`src/rtl/uart_pkg.sv`:
```
// uart_pkg: shared UART definitions used by the receiver and the transmitter.
//   uart_state_t : frame state machine encoding
//   DATA_BITS    : data bits per 8N1 frame
//   START_BIT    : line level of the start bit
//   STOP_BIT     : line level of the stop bit
//   IDX_W        : width of a data bit index
package uart_pkg;

    typedef enum logic [2:0] {
        IDLE,
        START,
        DATA,
        STOP,
        WAIT_HIGH
    } uart_state_t;

    localparam int   DATA_BITS = 8;
    localparam logic START_BIT = 1'b0;
    localparam logic STOP_BIT  = 1'b1;
    localparam int   IDX_W     = $clog2(DATA_BITS);

endpackage

```
`src/rtl/uart_rx_sync2.sv`:
```
// sync2: two-flop synchronizer for a single asynchronous bit.
//   clock     : sampling clock
//   reset     : synchronous, active-high; both flops load RESET_VAL
//   d         : asynchronous input
//   q         : synchronized output (two clock cycles of latency)
module sync2 #(
    parameter logic RESET_VAL = 1'b1
) (
    input  logic clock,
    input  logic reset,
    input  logic d,
    output logic q
);

    logic [1:0] ff;

    always_ff @(posedge clock) begin
        if (reset) ff <= {2{RESET_VAL}};
        else       ff <= {ff[0], d};
    end

    assign q = ff[1];

endmodule

```
`src/rtl/uart_rx.sv`:
```
// uart_rx: 8N1 UART receiver with mid-bit sampling.
//   clock    : system clock, rising edge
//   reset    : synchronous, active-high
//   rxd      : asynchronous serial line, idle high
//   rx_ready : one-cycle pulse, rdata holds a freshly received byte
//   rdata    : last correctly framed byte
//   ferr     : one-cycle pulse when the stop bit is sampled low
// There is no backpressure: a consumer that misses rx_ready loses the byte.
module uart_rx
    import uart_pkg::*;
#(
    parameter int CLK_PER_HALF_BIT = 5208
) (
    input  logic       clock,
    input  logic       reset,
    input  logic       rxd,
    output logic       rx_ready,
    output logic [7:0] rdata,
    output logic       ferr
);

    localparam int CLK_PER_BIT = 2 * CLK_PER_HALF_BIT;
    localparam int CNT_W       = (CLK_PER_BIT > 2) ? $clog2(CLK_PER_BIT) : 1;

    localparam logic [CNT_W-1:0] HALF_LAST = CNT_W'(CLK_PER_HALF_BIT - 1);
    localparam logic [CNT_W-1:0] BIT_LAST  = CNT_W'(CLK_PER_BIT - 1);
    localparam logic [IDX_W-1:0] IDX_LAST  = IDX_W'(DATA_BITS - 1);

    logic                 rxs;
    uart_state_t          state;
    logic [CNT_W-1:0]     cnt;
    logic [IDX_W-1:0]     idx;
    logic [DATA_BITS-1:0] shreg;

    sync2 #(.RESET_VAL(1'b1)) u_sync (
        .clock (clock),
        .reset (reset),
        .d     (rxd),
        .q     (rxs)
    );

    always_ff @(posedge clock) begin
        if (reset) begin
            state    <= IDLE;
            cnt      <= '0;
            idx      <= '0;
            shreg    <= '0;
            rdata    <= 8'h00;
            rx_ready <= 1'b0;
            ferr     <= 1'b0;
        end else begin
            rx_ready <= 1'b0;
            ferr     <= 1'b0;
            case (state)
                IDLE: begin
                    cnt <= '0;
                    if (rxs == START_BIT) state <= START;
                end
                START: begin
                    // Half a bit in: a line back high means the edge was a glitch.
                    if (cnt == HALF_LAST) begin
                        cnt <= '0;
                        idx <= '0;
                        state <= (rxs == START_BIT) ? DATA : IDLE;
                    end else begin
                        cnt <= cnt + 1'b1;
                    end
                end
                DATA: begin
                    if (cnt == BIT_LAST) begin
                        cnt        <= '0;
                        shreg[idx] <= rxs;
                        if (idx == IDX_LAST) state <= STOP;
                        else                 idx   <= idx + 1'b1;
                    end else begin
                        cnt <= cnt + 1'b1;
                    end
                end
                STOP: begin
                    if (cnt == BIT_LAST) begin
                        cnt <= '0;
                        if (rxs == STOP_BIT) begin
                            rdata    <= shreg;
                            rx_ready <= 1'b1;
                            state    <= IDLE;
                        end else begin
                            ferr  <= 1'b1;
                            state <= WAIT_HIGH;
                        end
                    end else begin
                        cnt <= cnt + 1'b1;
                    end
                end
                WAIT_HIGH: begin
                    // A held-low line (break) must not start a new frame.
                    if (rxs == STOP_BIT) state <= IDLE;
                end
                default: state <= IDLE;
            endcase
        end
    end

endmodule
```
`config.mk`:
```
export PLATFORM = sky130hd
export DESIGN_NAME = uart_rx
export DESIGN_NICKNAME = d
export VERILOG_FILES = /design/src/rtl/uart_pkg.sv /design/src/rtl/uart_rx_sync2.sv /design/src/rtl/uart_rx.sv
export SDC_FILE = /design/constraint.sdc
export NUM_CORES = 1
export LEC_CHECK = 0
export CAP_MARGIN = 10
export CORE_AREA = 8 8 84 86
export DETAILED_ROUTE_END_ITERATION = 7
export DIE_AREA = 0 0 92 94
export MAX_ROUTING_LAYER = met4
export PLACE_DENSITY = 0.51
export SYNTH_ARGS = -nofsm -noshare
export SYNTH_HDL_FRONTEND = slang
export SYNTH_HIERARCHICAL = 1
export SYNTH_SLANG_ARGS = --single-unit
```
`constraint.sdc`:
```
create_clock -name clock -period 4.8 [get_ports clock]
set_clock_uncertainty 0.1 [all_clocks]
set_input_delay 0.72 -clock clock [delete_from_list [all_inputs] [get_ports clock]]
set_output_delay 0.72 -clock clock [all_outputs]
set_load 0.03 [all_outputs]
```
-- Yosys cells after proc, flatten, opt, wreduce, memory -nomap -nowiden
Index checks and enable logic that the tools add are counted.
- bits in registers: 40
- input bits: 3
- output and inout bits: 10
- word-level logic and storage cells: 59
- add/sub/neg operators: 2
- magnitude comparators: 2
- equality and inequality tests: 14
- muxes and demuxes: 21
- bitwise gates (word level): 2
- reduce and logical (&&, ||, !) cells: 10
- operators with widths (kind ; count):
    one-hot mux 14 bit (3 select lines) ; 1
    two-way mux 3 bit ; 10
    two-way mux 14 bit ; 2
    one-hot mux 3 bit (5 select lines) ; 1
    adder 14 x 1 -> 14 bit, second input constant ; 1
    == test 14 x 13 -> 1 bit, second input constant ; 1
    == test 14 bit, second input constant ; 1
    inequality test 2 bit, second input constant ; 6
    bitwise mux 8 bit ; 1
    == test 3 x 2 -> 1 bit, second input constant ; 2
    == test 3 bit, second input constant ; 2
    one-hot mux 3 bit (2 select lines) ; 1
    AND reduction 6 bit ; 1
    less-than comparator 3 x 4 -> 1 bit, second input constant ; 1
    AND reduction 4 bit ; 1
    adder 3 x 1 -> 3 bit, second input constant ; 1
    demux 1 bit (select 3 bit) ; 1
    == test 3 x 1 -> 1 bit, second input constant ; 1
    >= comparator 3 x 1 -> 1 bit, second input constant ; 1
    zero test 3 bit ; 1
    two-way mux 1 bit ; 3
    AND reduction 3 bit ; 1
    nonzero test 3 bit ; 1
    OR reduction 3 bit ; 1
    7 further kinds ; 8

-- Longest topological paths before layout
Gate-level depths: netlist of the first run.
- depth after elaboration: 5
- mapped depth: 8
- mapped depth without buffers: 6

-- Modules after synthesis
The synthesis of the first run kept the hierarchy.
- by module, submodules not included (module ; instances ; cells each ; area each (µm²) ; sequential area each (µm²)):
    uart_rx ; 1 ; 223 ; 1865.5 ; 760.7
    sync2 ; 1 ; 4 ; 52.6 ; 40.0

-- Worst setup path before layout of the first run
Ideal clock, no wire load.
- path type: register to register
- start point: register cnt[0]
- end point: register rdata[6]
- setup time: 0.128 ns
- arrival: 1.773 ns
- data required time: 4.572 ns
- path slack: 2.800 ns
- stages on the path, launching flop included: 8
- path buffers: 1
- clock period less this slack: 2.000 ns
- cell sequence: dfxtp_1 -> ha_1 -> and4bb_2 -> nand4_4 -> or4b_1 -> buf_6 -> mux2i_1 -> nor2_1
- cells in the longest elaborated chain, start to end: 2
- ends and longest elaborated chain (item ; RTL line ; RTL):
    start, declared ; uart_rx.sv:31 ; logic [CNT_W-1:0] cnt;
    start signal, assigned ; uart_rx.sv:66 ; cnt <= cnt + 1'b1;
    start signal, assigned ; uart_rx.sv:76 ; cnt <= cnt + 1'b1;
    start signal, assigned ; uart_rx.sv:91 ; cnt <= cnt + 1'b1;
    == test 14 bit ; uart_rx.sv:80 ; if (cnt == BIT_LAST) begin
    AND reduction 3 bit (no line) ; -- ;
    end signal, assigned ; uart_rx.sv:83 ; rdata <= shreg;
    end, declared ; uart_rx.sv:18 ; output logic [7:0] rdata,
No other way between the ends.
A chain may end at the register's enable or synchronous reset.

-- Final worst setup path of the first run
- start point: register cnt[0]
- end point: register rdata[5]
Same word-level chain as after synthesis.

==> results_dict.tcl, run 1 <==
set metrics [dict create \
    status "complete, no violations" \
    fin_nets 240 \
    syn_inst 227 \
    synth_area_per_cell_sq_um 8.450 \
    synth_top_family_by_area "simple AND/OR/NAND/NOR gates" \
    clkPwrFrac_pct 39.7 \
    yosysWarnings 6 \
    grt-ovfl-total 0 \
    dpl.cell_count 302 \
    crit_chain "ha_1 -> and4bb_2 -> nand4_4 -> or4b_1 -> mux2i_1 -> nor2_1" \
    p_leak_nw 0.7891 \
    fill_cells 640 \
    grt_antenna_before_repair 0 \
    grtUsageTotal_pct 10.02 \
    ys_seq_area_share_pct 41.75 \
    ant_nets 0 \
    via_count 1596 \
    cts_root_buf "clkbuf_8" \
    ys_ff_latch 40 \
    syn-cell-area_sq_um 1918 \
    place_congestion 0.7783 \
    layout_min_cycle_time_ns 2.487 \
    post_cts_buffers 0 \
    cpPeakStageDelay_ns 0.82 \
    switching_share_pct 21.33 \
    start_util_pct 33.38 \
    synth_flop_cell "dfxtp_1" \
    crit_path_start_kind "register" \
    worstSetupPathType "reg -> reg" \
    tns_ns 0 \
    path_clk_slew_ns 0.07 \
    fmax_mhz 402.1 \
    place_hpwl_um 2760 \
    max_cap_viol_count 0 \
    fin_cells 310 \
    avgViaCountPerCell 5.148 \
    irDropWorstVdd_mv 0.08967 \
    synth-edff-count 0 \
    critical_path.max_fanout 19 \
    slew_headroom_pct 53.13 \
    grt_pass1_wl_um 6975 \
    synth_simple_gate_area_share_pct 30.01 \
    port_buffers 12 \
    drc 0 \
    rows 28 \
    syn_to_final_growth_pct 12.65 \
    firstDrtPassIters 4 \
    muxShareOfSynthArea_pct 7.306 \
    cts.sinks 40 \
    die_h_um 94 \
    hold_buffers 0 \
    cp_data_required_time_ns 4.87 \
    syn_nets 233 \
    p_seq_share_pct 57.8 \
    crit_slowest_cell "or4b_1" \
    cp-end-kind "register" \
    pre_cts_ws_ns 2.032 \
    post_cts_resized 0 \
    cellPowerDensity_nw_per_um2 268.2 \
    switching_power_mw 0.1236 \
    cts_tree "built" \
    tightest_slew_ns 0.6977 \
    dieArea_sq_um 8648 \
    layout-drive-gt1-share_pct 4.255 \
    p_int_mw 0.4559 \
    core_sq_um 5746 \
    grt_max_degree 35 \
    critPathArrivalTime_ns 2.56 \
    finalMaxSlewViolations 0 \
    drt_wl_total_um 4012 \
    synthDistinctLibCells 38 \
    synthXorXnorAreaFrac_pct 0.4566 \
    min_path_type "reg -> reg" \
    antenna_cells 0 \
    synth_compound_area_share_pct 14.16 \
    synthArstFlopShare_pct 0 \
    synth_adder_area_share_pct 1.957 \
    initialDrtViolationCount 80 \
    setup_viol 0 \
    hold_viol_final 0 \
    io_pins 13 \
    cts_buffer_depth 2 \
    wl_per_cell_um 12.94 \
    worstSkewPairLatency_ns 0.29 \
    design_area_sq_um 2161 \
    finalWorstSetupSlack_ns 2.313 \
    cts_max_level 2 \
    die_x_um 92 \
    fin_crit_sh_pct 51.81 \
    rsz0062_at_grt "false" \
    grt_pass1_vias 1529 \
    cts_buffers 5 \
    p_comb_share_pct 2.5 \
    placed_cell_area_sq_um 2071 \
]
final timing paths:
| kind | start | end | slack (ns) | cells past startpoint |
|---|---|---|---|---|
| worst max-delay path | cnt[0]$_SDFFE_PP0P_ | rdata[5]$_SDFFE_PP0P_ | 2.31 | 6 |
| worst min-delay path | u_sync/ff[0]$_SDFF_PP1_ | u_sync/ff[1]$_SDFF_PP1_ | 0.31 | 1 |
| worst max register to register | cnt[0]$_SDFFE_PP0P_ | rdata[5]$_SDFFE_PP0P_ | 2.31 | 6 |
| worst min register to register | u_sync/ff[0]$_SDFF_PP1_ | u_sync/ff[1]$_SDFF_PP1_ | 0.31 | 1 |
critical path: cells and delay by family, from the launching register on:
kind / cells / cell delay [ns]
muxes: 1 / 0.24
adders and majority gates: 1 / 0.22
DFF: 1 / 0.39
and+or+nand+nor: 4 / 1.41
layout by cell type (no fill, tap or decap), drive strengths merged:
cell type / instances
nand2b: 6
xnor2: 1
nor3: 8
and2: 1
clkdlybuf4s50: 12
a32o: 1
dfxtp: 40
and3b: 1
nor2: 22
and4bb: 3
or4b: 1
mux2i: 14
a41oi: 1
a31oi: 8
a211oi: 1
o21ai: 12
or4: 1
nor3b: 1
inv: 4
a22oi: 1
clkbuf: 8
nand2: 21
or2: 2
a21boi: 1
nand3: 15
buf: 1
o311ai: 2
and3: 3
nor2b: 9
a21oi: 17
nand4: 7
ha: 3
a22o: 2
nor4: 1
or3: 4
sequential cells by signal, summed over array words and instances (netlist names):
register	count
cnt	14
ferr	1
idx	3
rdata	8
rx_ready	1
shreg	8
state	3
u_sync/ff	2
logic make-up (layout without fill, tap and decap cells):
kind of cell | count (synthesis) | count (layout)
and+or+nand+nor | 106 | 106
adders and majority gates | 3 | 3
AOI/OAI and AO/OA | 46 | 46
buffers and inverters | 17 | 25
muxes | 14 | 14
DFF | 40 | 40
xor gates and xnor gates | 1 | 1
cells in the mapped netlist (5+ instances only):
cell       n  share of area [%]
dfxtp_1   40                 42
nor2_1    22                4.3
nand2_1   21                4.1
a21oi_1   17                4.4
nand3_1   15                3.9
mux2i_1   14                7.3
o21ai_0   12                3.1
nor2b_1    9                2.9
a31oi_1    8                2.6
nor3_1     8                2.1
clkbuf_1   7                1.4
nand2b_1   6                2.0
nand4_1    5                1.6
through the flow:
stage	total power [mW]	hold WS, ns	util, %
CTS	0.5915	0.3106	37.61
finish	0.5795	0.3089	37.61
global route	0.6056	0.3416	37.61
floorplan	0.3524	0.2832	-
detailed placement	0.3575	0.2922	36.04
global placement	0.3573	0.2856	36.04
layout make-up:
cell class	count	area (sq um)	share of cell area [%]
well taps	75	93.84	4.343
clock buffers	8	90.09	4.169
flip-flops and latches	40	800.8	37.06
repair buffers	13	127.6	5.906
multi-input cells	170	1033	47.83
inverters	4	15.01	0.6948
power by group through the flow:
stage,clock network (mW),logic (mW),registers [mW]
CTS,0.242,0.0148,0.335
global placement,0,0.0145,0.343
detailed placement,0,0.0147,0.343
floorplan,0,0.0108,0.342
global route,0.254,0.0161,0.335
finish,0.230,0.0145,0.335
per-layer routing:
metal / part of all wire (%) / track usage (%) / vias up
met1: 49 / 11.66 / 749
met4: 1.0 / 3.624 / 0
met5: 0 / - / -
met3: 3.8 / 3.118 / 4
met2: 46 / 15.91 / 15
li1: - / - / 828
No activity file was read; power rests on OpenSTA's default activity.
==> run 2, diff against run 1 <==
==> constraint.sdc (replaced) <==
create_clock -name clock -period 2.51 [get_ports clock]
set_clock_uncertainty 0.1 [all_clocks]
set_input_delay 0.3765 -clock clock [delete_from_list [all_inputs] [get_ports clock]]
set_output_delay 0.3765 -clock clock [all_outputs]
set_load 0.03 [all_outputs]
==> results_dict.tcl, run 2 (synthesis results as in run 1) <==
set metrics [dict create \
    grt_pass1_wl_um 6955 \
    core_sq_um 5746 \
    p_leak_nw 0.8127 \
    rrSetupSlack_ns 0.18 \
    syn_to_final_growth_pct 14.61 \
    cts.sinks 40 \
    post_cts_buffers 0 \
    ant_nets 0 \
    busiest_layer "met2" \
    crit_slowest_cell "or4b_1" \
    max_cap_viol_count 0 \
    cts_buffer_depth 2 \
    switching_power_mw 0.2287 \
    critPathArrivalTime_ns 2.40 \
    grt_antenna_before_repair 0 \
    grt_pass1_vias 1466 \
    hold_path_end "u_sync/ff[1]$_SDFF_PP1_" \
    grt_max_degree 30 \
    tns_ns 0 \
    start_util_pct 33.38 \
    crit_cells 6 \
    layout-drive-gt1-share_pct 6.250 \
    cellPowerDensity_nw_per_um2 501.2 \
    setup_viol 0 \
    cts_root_buf "clkbuf_8" \
    fin_crit_sh_pct 92.98 \
    place_congestion 0.8016 \
    grtUsageTotal_pct 9.993 \
    min_from "u_sync/ff[0]$_SDFF_PP1_" \
    status "complete, no violations" \
    path_clk_slew_ns 0.07 \
    rows 28 \
    largest_reg_flops 14 \
    die_h_um 94 \
    slew_headroom_pct 58.20 \
    hold_viol_final 0 \
    reg_top3 "cnt x14, rdata x8, shreg x8" \
    p_int_mw 0.8731 \
    drc 0 \
    grt-ovfl-total 0 \
    firstDrtPassIters 4 \
    rsz0062_at_grt "false" \
    critical_path.top_delay_family "simple AND/OR/NAND/NOR gates" \
    place_hpwl_um 2879 \
    finalMaxSlewViolations 0 \
    tightest_slew_ns 0.6269 \
    avgViaCountPerCell 5.146 \
    path_buf_inv 0 \
    critical_path.max_fanout 9 \
    io_pins 13 \
    cts_buffers 5 \
    layout_min_cycle_time_ns 2.334 \
    min_path_type "reg -> reg" \
    dieArea_sq_um 8648 \
    via_count 1621 \
    fmax_mhz 428.5 \
    most-common-layout-cells "40 x dfxtp_1, 22 x nor2_1, 21 x nand2_1" \
    cp-end-kind "register" \
    crit_chain "ha_1 -> and4bb_2 -> nand4_4 -> or4b_1 -> mux2i_1 -> nor2_1" \
    cts_max_level 2 \
    p_comb_share_pct 2.8 \
    antenna_cells 0 \
    grt_use_met3_pct 3.038 \
    crit_path_start_kind "register" \
    irDropWorstVdd_mv 0.1972 \
    port_buffers 12 \
    p_seq_share_pct 58.0 \
    clkPwrFrac_pct 39.1 \
    hold_path_depth 1 \
    top_register "cnt" \
    wl_per_cell_um 12.89 \
    fill_cells 608 \
    r2r_cells 6 \
    cts_tree "built" \
    drt_wl_total_um 4059 \
    met1_usage_pct 11.03 \
    post_cts_resized 0 \
    worstReg2RegEnd "rdata[5]$_SDFFE_PP0P_" \
    switching_share_pct 20.76 \
    cp_data_required_time_ns 2.58 \
    worstSkewPairLatency_ns 0.28 \
    cpPeakStageDelay_ns 0.77 \
    final_common_cell "dfxtp_1" \
    r2r_start "cnt[0]$_SDFFE_PP0P_" \
    worstSetupPathType "reg -> reg" \
    power_mw 1.102 \
    initialDrtViolationCount 80 \
    fin_nets 245 \
    die_x_um 92 \
    grt_use_met2_pct 16.75 \
    hold_buffers 0 \
]
[run 2: cell types whose count changed in the layout (fill, tap and decap cells not counted)]
cell,before,now
buf_4,1,6
[run 2: worst max path at each step]
| stage | startpoint | endpoint |
|---|---|---|
| 3_5_place_dp | cnt[0]$_SDFFE_PP0P_ | rdata[3]$_SDFFE_PP0P_ |
| 3_3_place_gp | cnt[0]$_SDFFE_PP0P_ | rdata[6]$_SDFFE_PP0P_ |
| 4_1_cts | cnt[0]$_SDFFE_PP0P_ | rdata[3]$_SDFFE_PP0P_ |
| 6_report | cnt[0]$_SDFFE_PP0P_ | rdata[5]$_SDFFE_PP0P_ |
| 2_1_floorplan | cnt[0]$_SDFFE_PP0P_ | rdata[6]$_SDFFE_PP0P_ |
| 5_1_grt | cnt[0]$_SDFFE_PP0P_ | rdata[2]$_SDFFE_PP0P_ |
[run 2: power by group through the flow]
| stage | combinational (mW) | clock [mW] | sequential (mW) |
|---|---|---|---|
| after floorplan | 0.0206 | 0 | 0.653 |
| after global placement | 0.0316 | 0 | 0.654 |
| after detailed placement | 0.0314 | 0 | 0.654 |
| after CTS | 0.0316 | 0.455 | 0.639 |
| after global routing | 0.0347 | 0.476 | 0.640 |
| final | 0.0311 | 0.431 | 0.639 |
[run 2: final cells by class]
cell class	instances	area (sq um)	area share, %
sequential	40	800.8	36.43
multi-input combinational	170	1033	47.01
inverter	4	15.01	0.6830
tap	75	93.84	4.269
clock buffer	8	90.09	4.098
timing repair buffer	18	165.2	7.513
[run 2: layer usage]
metal  routed length, um  vias up
met5                   0        -
met4                  56        0
met3                 179        6
met2                1928       25
met1                1894      753
li1                    -      837
[run 2: through the flow]
| step | instance area [sq um] | hold WS, ns | instances | util, % | worst slack (ns) |
|---|---|---|---|---|---|
| 2_1_floorplan | 1918 | 0.2832 | 227 | - | 0.5096 |
| 3_3_place_gp | 2108 | 0.2889 | 307 | 36.69 | 0.2077 |
| 4_1_cts | 2198 | 0.3066 | 315 | 38.26 | 0.1618 |
| 3_5_place_dp | 2108 | 0.2879 | 307 | 36.69 | 0.1819 |
| 6_report | 2198 | 0.3046 | 315 | 38.26 | 0.1762 |
| 5_1_grt | 2198 | 0.3319 | 315 | 38.26 | 0.02012 |
[run 2: worst register-to-register path: stages, from the launching register on]
cell and delay [ns]:
dfxtp_1 0.39, ha_1 0.23, and4bb_2 0.30, nand4_4 0.14, or4b_1 0.77, mux2i_1 0.25
nor2_1 0.05
==> run 3, diff against run 2 <==
--- a/config.mk
+++ b/config.mk
@@ -5,6 +5,7 @@
 export SDC_FILE = /design/constraint.sdc
 export NUM_CORES = 1
 export LEC_CHECK = 0
+export ABC_CLOCK_PERIOD_IN_PS = 2430
 export CAP_MARGIN = 10
 export CORE_AREA = 8 8 84 86
 export DETAILED_ROUTE_END_ITERATION = 7
==> constraint.sdc (replaced) <==
create_clock -name clock -period 2.43 [get_ports clock]
set_clock_uncertainty 0.1 [all_clocks]
set_input_delay 0.3645 -clock clock [delete_from_list [all_inputs] [get_ports clock]]
set_output_delay 0.3645 -clock clock [all_outputs]
set_load 0.03 [all_outputs]
==> results_dict.tcl, run 3 (synthesis results as in run 1) <==
set metrics [dict create \
    status "complete, no violations" \
    post_cts_buffers 0 \
    place_hpwl_um 2997 \
    cts_tree "built" \
    grt_max_degree 26 \
    fin_cells 318 \
    most-common-layout-cells "40 x dfxtp_1, 22 x nor2_1, 21 x nand2_1" \
    cts.sinks 40 \
    firstDrtPassIters 6 \
    r2r_cells 6 \
    path_clk_slew_ns 0.07 \
    irDropWorstVdd_mv 0.1909 \
    via_count 1640 \
    cts_root_buf "clkbuf_8" \
    crit_path_start_kind "register" \
    die_h_um 94 \
    finalWorstSetupSlack_ns 0.2850 \
    dpl.cell_count 310 \
    pre_cts_ws_ns 0.1042 \
    worstSetupPathType "reg -> reg" \
    finalMaxSlewViolations 0 \
    die_x_um 92 \
    min_path_type "reg -> reg" \
    initialDrtViolationCount 71 \
    placed_cell_area_sq_um 2131 \
    grtUsageTotal_pct 10.60 \
    dieArea_sq_um 8648 \
    wl_per_cell_um 13.03 \
    grt_pass1_vias 1606 \
    port_buffers 12 \
    grt_pass1_wl_um 7341 \
    fin_nets 248 \
    max_cap_viol_count 0 \
    rsz0062_at_grt "false" \
    tns_ns 0 \
    rrSetupSlack_ns 0.28 \
    grt_antenna_before_repair 0 \
    layout-drive-gt1-share_pct 8.642 \
    r2r_start "cnt[0]$_SDFFE_PP0P_" \
    critical_path.max_fanout 6 \
    drt_wl_total_um 4144 \
    cellPowerDensity_nw_per_um2 569.6 \
    largest_reg_flops 14 \
    rows 28 \
    cts_max_level 2 \
    start_util_pct 33.38 \
    p_int_mw 1.034 \
    switching_share_pct 19.73 \
    p_seq_share_pct 51.3 \
    layout_min_cycle_time_ns 2.145 \
    cts_buffers 5 \
    worstSkewPairLatency_ns 0.29 \
    setup_viol 0 \
    cts_buffer_depth 2 \
    core_sq_um 5746 \
    syn_to_final_growth_pct 17.87 \
    p_comb_share_pct 2.6 \
    hold_buffers 0 \
    drc 0 \
    place_congestion 0.8100 \
    critPathArrivalTime_ns 2.27 \
    cp-end-kind "register" \
    avgViaCountPerCell 5.157 \
    hold_path_end "u_sync/ff[1]$_SDFF_PP1_" \
    slew_headroom_pct 56.29 \
    io_pins 13 \
    hold_viol_final 0 \
    reg_top3 "cnt x14, rdata x8, shreg x8" \
    grt-ovfl-total 0 \
    cp_data_required_time_ns 2.55 \
    tightest_slew_ns 0.6557 \
    p_leak_nw 0.8490 \
    power_mw 1.288 \
    ant_nets 0 \
    worstReg2RegEnd "state[0]$_SDFFE_PP0P_" \
    antenna_cells 0 \
    fin_crit_sh_pct 88.27 \
    min_from "u_sync/ff[0]$_SDFF_PP1_" \
    design_area_sq_um 2261 \
    switching_power_mw 0.2541 \
    fmax_mhz 466.2 \
    hold_path_depth 1 \
    final_common_cell "dfxtp_1" \
    top_register "cnt" \
    clkPwrFrac_pct 46.1 \
]
## run 3: worst max-delay path by stage
stage                                    from  slack, ns                    end  cells past startpoint
after floorplan           cnt[0]$_SDFFE_PP0P_       0.43  rdata[6]$_SDFFE_PP0P_                      7
final                     cnt[0]$_SDFFE_PP0P_       0.28  state[0]$_SDFFE_PP0P_                      6
after global placement    cnt[0]$_SDFFE_PP0P_       0.15  rdata[3]$_SDFFE_PP0P_                      6
after CTS                 cnt[0]$_SDFFE_PP0P_       0.09  rdata[1]$_SDFFE_PP0P_                      6
after global routing      cnt[0]$_SDFFE_PP0P_       0.08    cnt[9]$_SDFFE_PP0P_                      6
after detailed placement  cnt[0]$_SDFFE_PP0P_       0.10  rdata[1]$_SDFFE_PP0P_                      6
## run 3: area by class of cell
type | count | area [sq um]
Multi-Input combinational cell | 170 | 1037
Timing Repair Buffer | 21 | 187.7
Inverter | 4 | 15.01
Clock buffer | 7 | 96.34
Fill cell | 609 | 3485
Clock inverter | 1 | 30.03
Tap cell | 75 | 93.84
Sequential cell | 40 | 800.8
## run 3: worst max-delay path: stages, from the launching register on
cell and delay (ns):
dfxtp_1 0.38, ha_1 0.22, and4bb_2 0.29, nand4_2 0.13, a22o_1 0.34, or4_1 0.49
a21oi_1 0.13
## run 3: stage by stage
step                hold slack [ns]  util (%)
detailed placement           0.2899     37.09
global placement             0.2888     37.09
floorplan                    0.2832         -
global route                 0.3236     39.35
finish                       0.3051     39.35
CTS                          0.3075     39.29
## run 3: power by group through the flow
| stage | logic (mW) | registers (mW) | clock network [mW] |
|---|---|---|---|
| 3_3_place_gp | 0.0339 | 0.675 | 0 |
| 3_5_place_dp | 0.0340 | 0.675 | 0 |
| 2_1_floorplan | 0.0213 | 0.675 | 0 |
| 4_1_cts | 0.0340 | 0.660 | 0.610 |
| 6_report | 0.0340 | 0.660 | 0.594 |
| 5_1_grt | 0.0378 | 0.661 | 0.643 |
## run 3: routing by layer
metal	routed length (um)	vias up	global-route usage (%)
li1	-	847	-
met1	1929	760	11.74
met2	1970	26	17.58
met3	167	7	3.118
met4	77	0	4.161
met5	0	-	-
## run 3: repair_timing
item / in CTS / in global routing
endpoints found under the hold margin: 0 / 0
endpoints found under the setup margin: 0 / 8
resized for setup: 0 / 1
